--- src/rtl/adsr_env_core.sv ---
// ADSR envelope generator with a register slot; amp in 32-bit fixed point, env in Q2.14.
// Optional build macro ADSR_PRESCALE_EN adds a tick_div register (addr 6) that slows the update tick.
module adsr_env_core (
    input  logic        clk,
    input  logic        reset,
    input  logic        cs,
    input  logic        read,
    input  logic        write,
    input  logic [4:0]  addr,
    input  logic [31:0] wr_data,
    output logic [31:0] rd_data,
    output logic [15:0] env,
    output logic        idle
);

    typedef enum logic [2:0] {
        S_IDLE    = 3'd0,
        S_ATTACK  = 3'd1,
        S_DECAY   = 3'd2,
        S_SUSTAIN = 3'd3,
        S_RELEASE = 3'd4
    } state_t;

    localparam logic [31:0] AMP_MAX = 32'h8000_0000;

    state_t      state, state_nxt;
    logic [31:0] amp, amp_nxt;
    logic [31:0] sus_cnt, sus_cnt_nxt;
    logic [31:0] atk_step, dcy_step, sus_lvl, rel_step, sus_time;
    logic        tick;
    logic        reg_wr, cmd_wr, cmd_abort, cmd_start, cmd_release;
    logic        release_ok;

    // read has no side effects and only addr[2:0] is decoded
    wire unused_ok = &{1'b0, read, addr[4:3]};

    // 33-bit sums so a step larger than the remaining headroom cannot wrap
    function automatic logic attack_done(input logic [31:0] a, input logic [31:0] step);
        return (step == 32'd0) || (({1'b0, a} + {1'b0, step}) >= {1'b0, AMP_MAX});
    endfunction

    function automatic logic decay_done(input logic [31:0] a, input logic [31:0] lvl,
                                        input logic [31:0] step);
        return (step == 32'd0) || ({1'b0, a} <= ({1'b0, lvl} + {1'b0, step}));
    endfunction

    function automatic logic [31:0] sat_level(input logic [31:0] lvl);
        return (lvl > AMP_MAX) ? AMP_MAX : lvl;
    endfunction

    assign reg_wr      = cs & write;
    assign cmd_wr      = reg_wr && (addr[2:0] == 3'd5);
    assign cmd_abort   = cmd_wr & wr_data[2];
    assign cmd_start   = cmd_wr & wr_data[0] & ~wr_data[2];
    assign cmd_release = cmd_wr & wr_data[1] & ~wr_data[0] & ~wr_data[2];
    assign release_ok  = (state == S_ATTACK) || (state == S_DECAY) || (state == S_SUSTAIN);

    always_ff @(posedge clk or posedge reset) begin
        if (reset) begin
            atk_step <= '0;
            dcy_step <= '0;
            sus_lvl  <= '0;
            rel_step <= '0;
            sus_time <= '0;
        end else if (reg_wr) begin
            case (addr[2:0])
                3'd0:    atk_step <= wr_data;
                3'd1:    dcy_step <= wr_data;
                3'd2:    sus_lvl  <= wr_data;
                3'd3:    rel_step <= wr_data;
                3'd4:    sus_time <= wr_data;
                default: ;
            endcase
        end
    end

`ifdef ADSR_PRESCALE_EN
    logic [15:0] tick_div, presc;

    assign tick = (presc == tick_div);

    always_ff @(posedge clk or posedge reset) begin
        if (reset) begin
            tick_div <= '0;
            presc    <= '0;
        end else begin
            if (reg_wr && (addr[2:0] == 3'd6))
                tick_div <= wr_data[15:0];
            if (cmd_start || tick)
                presc <= '0;
            else
                presc <= presc + 16'd1;
        end
    end
`else
    assign tick = 1'b1;
`endif

    // state register
    always_ff @(posedge clk or posedge reset) begin
        if (reset) begin
            state   <= S_IDLE;
            amp     <= '0;
            sus_cnt <= '0;
        end else begin
            state   <= state_nxt;
            amp     <= amp_nxt;
            sus_cnt <= sus_cnt_nxt;
        end
    end

    // next state: commands act at the write edge, otherwise the envelope advances on a tick
    always_comb begin
        state_nxt   = state;
        amp_nxt     = amp;
        sus_cnt_nxt = sus_cnt;
        if (cmd_abort) begin
            state_nxt = S_IDLE;
            amp_nxt   = '0;
        end else if (cmd_start) begin
            state_nxt   = S_ATTACK;
            sus_cnt_nxt = '0;
        end else if (cmd_release && release_ok) begin
            state_nxt = S_RELEASE;
        end else if (tick) begin
            case (state)
                S_ATTACK: begin
                    if (attack_done(amp, atk_step)) begin
                        amp_nxt   = AMP_MAX;
                        state_nxt = S_DECAY;
                    end else begin
                        amp_nxt = amp + atk_step;
                    end
                end
                S_DECAY: begin
                    if (decay_done(amp, sat_level(sus_lvl), dcy_step)) begin
                        amp_nxt   = sat_level(sus_lvl);
                        state_nxt = S_SUSTAIN;
                    end else begin
                        amp_nxt = amp - dcy_step;
                    end
                end
                S_SUSTAIN: begin
                    if ((sus_time != 32'd0) && (sus_cnt == sus_time - 32'd1))
                        state_nxt = S_RELEASE;
                    else
                        sus_cnt_nxt = sus_cnt + 32'd1;
                end
                S_RELEASE: begin
                    if ((rel_step == 32'd0) || (amp <= rel_step)) begin
                        amp_nxt   = '0;
                        state_nxt = S_IDLE;
                    end else begin
                        amp_nxt = amp - rel_step;
                    end
                end
                S_IDLE: begin
                    amp_nxt = '0;
                end
                default: begin
                    amp_nxt   = '0;
                    state_nxt = S_IDLE;
                end
            endcase
        end
    end

    // outputs
    always_comb begin
        idle    = (state == S_IDLE);
        env     = {1'b0, amp[31:17]};
        rd_data = {13'b0, state, 1'b0, amp[31:17]};
    end

endmodule

--- config.mk ---
export PLATFORM = sky130hd
export DESIGN_NAME = adsr_env_core
export DESIGN_NICKNAME = d
export VERILOG_FILES = /design/src/rtl/adsr_env_core.sv
export SDC_FILE = /design/constraint.sdc
export NUM_CORES = 1
export LEC_CHECK = 0
export CORE_ASPECT_RATIO = 0.8
export CORE_MARGIN = 4
export CORE_UTILIZATION = 50
export CTS_BUF_LIST = sky130_fd_sc_hd__clkbuf_4 sky130_fd_sc_hd__clkbuf_8
export DETAILED_ROUTE_END_ITERATION = 12
export PLACE_DENSITY = 0.65
export SLEW_MARGIN = 20
export SYNTH_ARGS = -nofsm -noshare
export SYNTH_HDL_FRONTEND = slang
export SYNTH_SLANG_ARGS = --single-unit
--- constraint.sdc ---
create_clock -name clk -period 10.2 [get_ports clk]
set_clock_uncertainty 0.05 [all_clocks]
set_input_delay 3.06 -clock clk [delete_from_list [all_inputs] [get_ports clk]]
set_output_delay 3.06 -clock clk [all_outputs]
set_load 0.01 [all_outputs]
# Word-level counts from Yosys, hierarchy flattened
# Index checks and enable logic that the tools add are counted.
# word_totals
register_bits,227
in_bits,42
out_inout_bits,49
# op_classes
addsub,7
magnitude_cmp,4
n_eq_ne,20
n_mux,20
n_bitwise,10
reduce_logical,23
# op_table
operator,n
$mux W32,11
$pmux W32 S4,1
$logic_not A32 Y1,3
$add A32 B32 Y33,2
$sub A32 B32 Y32,2
$ge A33 B32 Y1 const B,1
$le A32 B33 Y1,1
$add A32 B1 Y32 const B,1
$add A32 B32 Y32,1
$eq A32 B32 Y1,1
$gt A32 B32 Y1 const B,1
$le A32 B32 Y1,1
$reduce_bool A32 Y1,1
$sub A32 B1 Y32 const B,1
$mux W3,7
$ne A5 B3 Y1 const B,3
$pmux W3 S5,1
$eq A3 B2 Y1 const B,4
$ne A2 B2 Y1 const B,5
$reduce_and A2 Y1,5
$eq A3 B3 Y1 const B,3
$and A1 B1 Y1,7
$eq A3 B1 Y1 const B,2
$logic_not A3 Y1,2
9 further kinds,17

# Depth between registers and ports, before layout
# logic_depth
ltp_word,10
mapped_depth,29
mapped_depth_nobuf,25

# Worst setup path after synthesis
# Ideal clock, no wire load.
# synth_path
path_type,register to register
from,register sus_lvl[9]
to,register amp[6]
arrival_time_ns,6.396
required_ns,10.017
slack_ns,3.620
path_stages_with_launch,29
n_path_buf,4
period_less_slack_ns,6.580
path_cell_list,dfrtp_1 -> nor4_1 -> nand4_1 -> o21ai_0 -> clkbuf_1 -> clkbuf_1 -> clkbuf_1 -> and2_1 -> ha_1 -> clkbuf_1 -> a211oi_1 -> nand2_1 -> a2111oi_0 -> o31ai_1 -> a21oi_1 -> nor3_1 -> nor3_1 -> a21oi_1 -> xnor2_1 -> ha_1 -> a21o_1 -> a211o_1 -> a221oi_1 -> nand4_1 -> o211ai_1 -> nor2_1 -> mux2_2 -> a222oi_1 -> o21ai_0
# synth_via
elab_chain_cells,10
# synth_rtl
element,line,rtl
from (decl),29,"logic [31:0] atk_step, dcy_step, sus_lvl, rel_step, sus_time;"
from (signal assigned),69,3'd2: sus_lvl <= wr_data;
$gt A32 B32 Y1,48,return (lvl > AMP_MAX) ? AMP_MAX : lvl;
$mux W32 (*),48,
$add A32 B32 Y33,44,"return (step == 32'd0) || ({1'b0, a} <= ({1'b0, lvl} + {1'b0, step}));"
$le A32 B33 Y1,44,
$logic_or A1 B1 Y1,44,
$mux W32 (*),136,"if (decay_done(amp, sat_level(sus_lvl), dcy_step)) begin"
$pmux W32 S4 (*),126,case (state)
$mux W32 (*),123,end else if (cmd_release && release_ok) begin
$mux W32 (*),120,end else if (cmd_start) begin
$mux W32 (*),117,if (cmd_abort) begin
to (signal assigned),107,amp <= amp_nxt;
to (decl),27,"logic [31:0] amp, amp_nxt;"
# Every way passes the cells marked *; elsewhere a longest branch is shown, timed or not. The select of a mux whose other input is x is not followed.
# A chain may end at the register's enable or synchronous reset.

# Worst setup path in the final report
# layout_path
from,register sus_lvl[3]
to,register amp[6]
# Same word-level chain as after synthesis.

==> reports/results.txt <==
most numerous cell in the Yosys netlist: dfrtp_1
CTS Buf Count: 43
sequential share of the synthesized area: 29.6%
Fillers: 3402
first-pass GRT wire length: 96200 µm
slowest CP cell: nor2_1
Final setup viols: 0
Setup CP Type: flip-flop to flip-flop
Slew HR: 32.3%
die width: 227 µm
Final Hold Vio Count: 0
gpl congestion: 0.991
FFs w/ async S/R, synth: 100%
critical path arrival: 8210 ps
clk_lat worst skew: 580 ps
Clock Path Buffers: 3
pin slew with the least headroom to its limit: 1010 ps
layout cells sized above 1: 12.0%
outcome: finished, final reports clean
I/O pin cnt: 91
Leakage: 9.40 nW
via count: 17100
row count: 63
critical path launch point type: flip-flop
Area contributors post-synth: dfrtp_1 (30%), ha_1 (10%), mux2_2 (8.2%)
initial antenna violation count: 1
Synth top cells by count: dfrtp_1 (227), nand2_1 (168), ha_1 (161)
max_cap viols: 0
CTS Hold Bufs: 0
wire per inst: 22.9 µm
CP peak stage delay: 770 ps
Synth Instances: 2174
die area: 0.0416 mm²
CTS sink count: 227
post-CTS sizing: 0
PortBufs: 72
RSZ-0062 raised after global routing: false
leading area contributor after synthesis: dfrtp_1
Worst Path Max Fanout: 30
Via density: 6.28
most used cell, CP: nor3_1
Root Buffer: clkbuf_8
Yosys reg bits: 227
Area Overhead vs Synth: 9.49%
routed wire length: 62300 µm
Top delay family on crit path: compound AO/OA/AOI/OAI gates
fin crit period: 7840 ps
Overall Global Routing Usage: 29.6%
grt ovf: 0
Multi-input gate area: 0.0125 mm²
Reg clk slew, reported paths: 60 ps
final period utilization: 76.9%
Antenna diodes: 0
first-pass detailed-route iteration total: 6
DRC Markers: 0
H-tree lvl count: 2
remaining antenna violation count: 0
Sequential Area: 0.00568 mm²
initial drt markers: 1602
die height: 183 µm
Post-CTS Setup Bufs: 0
setup_tns: 0 ps
Initial Utilization: 51.2%
Max VDD drop: 121 µV
area of the mapped netlist: 0.0192 mm²
cell area power density: 286 mW/mm²
Highest Clock Rate: 0.128 GHz
area of the core: 0.0374 mm²
Top FF cell, synth: dfrtp_1
Post-synth EDFFs: 0
vias in the first global route: 16400
Syn Area/Cell: 8.83 µm²
CTS tree: yes
Layout Nets: 2413
worst path buffer plus inverter count: 2
top-area cell type share of the netlist area: 29.6%
fin util: 56.1%
Unique masters post-synth: 83
Hold Path Class: flip-flop to flip-flop
CP Capture Type: flip-flop
Yosys warnings: 0
largest net degree at the start of global routing: 143
max-slew violation count: 0
dpl hpwl: 49200 µm
Critical Path RT: 10570 ps
-- report_power, final --
part | switching, W | leakage [nW] | internal, W | total (W)
logic | 0.00206 | 6.06 | 0.00148 | 0.00354
clock network | 0.000398 | 0.478 | 0.000543 | 0.000941
registers | 0.000405 | 2.87 | 0.00112 | 0.00152
-- final cells by class --
| type | instances | share of cell area, % |
|---|---|---|
| sequential | 227 | 27.0 |
| timing repair buffer | 92 | 4.20 |
| clock buffer | 64 | 3.75 |
| tap | 487 | 2.90 |
| multi-input combinational | 1725 | 59.5 |
| inverter | 117 | 2.13 |
| clock inverter | 10 | 0.506 |
-- final timing paths --
check | to | from | cells past startpoint | slack [ps]
min in group asynchronous | sus_time[9] | reset | 2 | 2910
max in group asynchronous | dcy_step[9] | reset | 3 | 5920
max reg2reg | amp[6] | sus_lvl[3] | 26 | 2360
max | amp[6] | sus_lvl[3] | 26 | 2360
min | sus_lvl[4] | sus_lvl[4] | 1 | 470
min reg2reg | sus_lvl[4] | sus_lvl[4] | 1 | 470
-- per-stage QoR --
stage          total power, W  std cells  instance area [µm²]  setup slack (ps)  hold slack (ps)
2_1_floorplan         0.00397       2188                19200               870              428
3_3_place_gp          0.00493       2648                20100              2200              451
3_5_place_dp          0.00498       2648                20100              2190              462
4_1_cts               0.00595       2722                21000              2180              474
5_1_grt               0.00646       2722                21000              1660              499
6_report              0.00601       2722                21000              2360              474
-- flip-flops by register name, indices dropped and copies added, names as in the netlist --
| name | flops |
|---|---|
| amp | 32 |
| atk_step | 32 |
| dcy_step | 32 |
| rel_step | 32 |
| state | 3 |
| sus_cnt | 32 |
| sus_lvl | 32 |
| sus_time | 32 |
-- cells in the final DEF (no fill, tap or decap), types with 72 or more instances in the layout --
| cell | instances |
|---|---|
| a21oi_1 | 152 |
| inv_1 | 116 |
| nand2_1 | 168 |
| nor2_1 | 88 |
| o21ai_0 | 153 |
| xnor2_1 | 77 |
| ha_1 | 161 |
| clkdlybuf4s50_1 | 72 |
| dfrtp_1 | 227 |
| mux2_2 | 140 |
-- worst reg2reg max path, cell delays in order (launching register included) --
cell and delay (ps):
dfrtp_1 430, nor4_1 400, nand4_1 240, o21ai_1 180
buf_4 270, and2_1 220, ha_1 300, a211oi_1 310
o21ai_0 240, a2111oi_1 700, o31ai_1 170, a21oi_1 490
nor3_1 110, nor3_1 300, a21oi_1 130, xnor2_1 190
ha_1 290, nand4_1 160, nor3_1 60, and3_1 210
a211oi_1 280, o211ai_1 130, buf_4 200, nor2_1 780
mux2_2 450, a222oi_1 310, o21ai_0 110
-- layer usage --
layer	GRT usage [%]	up-vias	routed length, µm
met3	4.45	87	4440
met5	0	-	0
li1	-	8120	-
met4	7.55	0	1660
met2	45.3	616	26900
met1	44.2	8270	29200
-- kinds of logic (layout without fill, tap and decap cells) --
| logic type | count (synthesis) | after routing | share of synthesized area (%) |
|---|---|---|---|
| muxes | 146 | 146 | 8.53 |
| other | 1 | 15 | 0.0195 |
| and+or+nand+nor | 620 | 620 | 16.9 |
| DFF | 227 | 227 | 29.6 |
| AOI/OAI and AO/OA | 634 | 634 | 21.8 |
| adders and majority gates | 165 | 165 | 10.9 |
| buffers and inverters | 236 | 283 | 5.67 |
| xor gates and xnor gates | 145 | 145 | 6.62 |
Note: power is estimated with default switching activity, not from simulation.
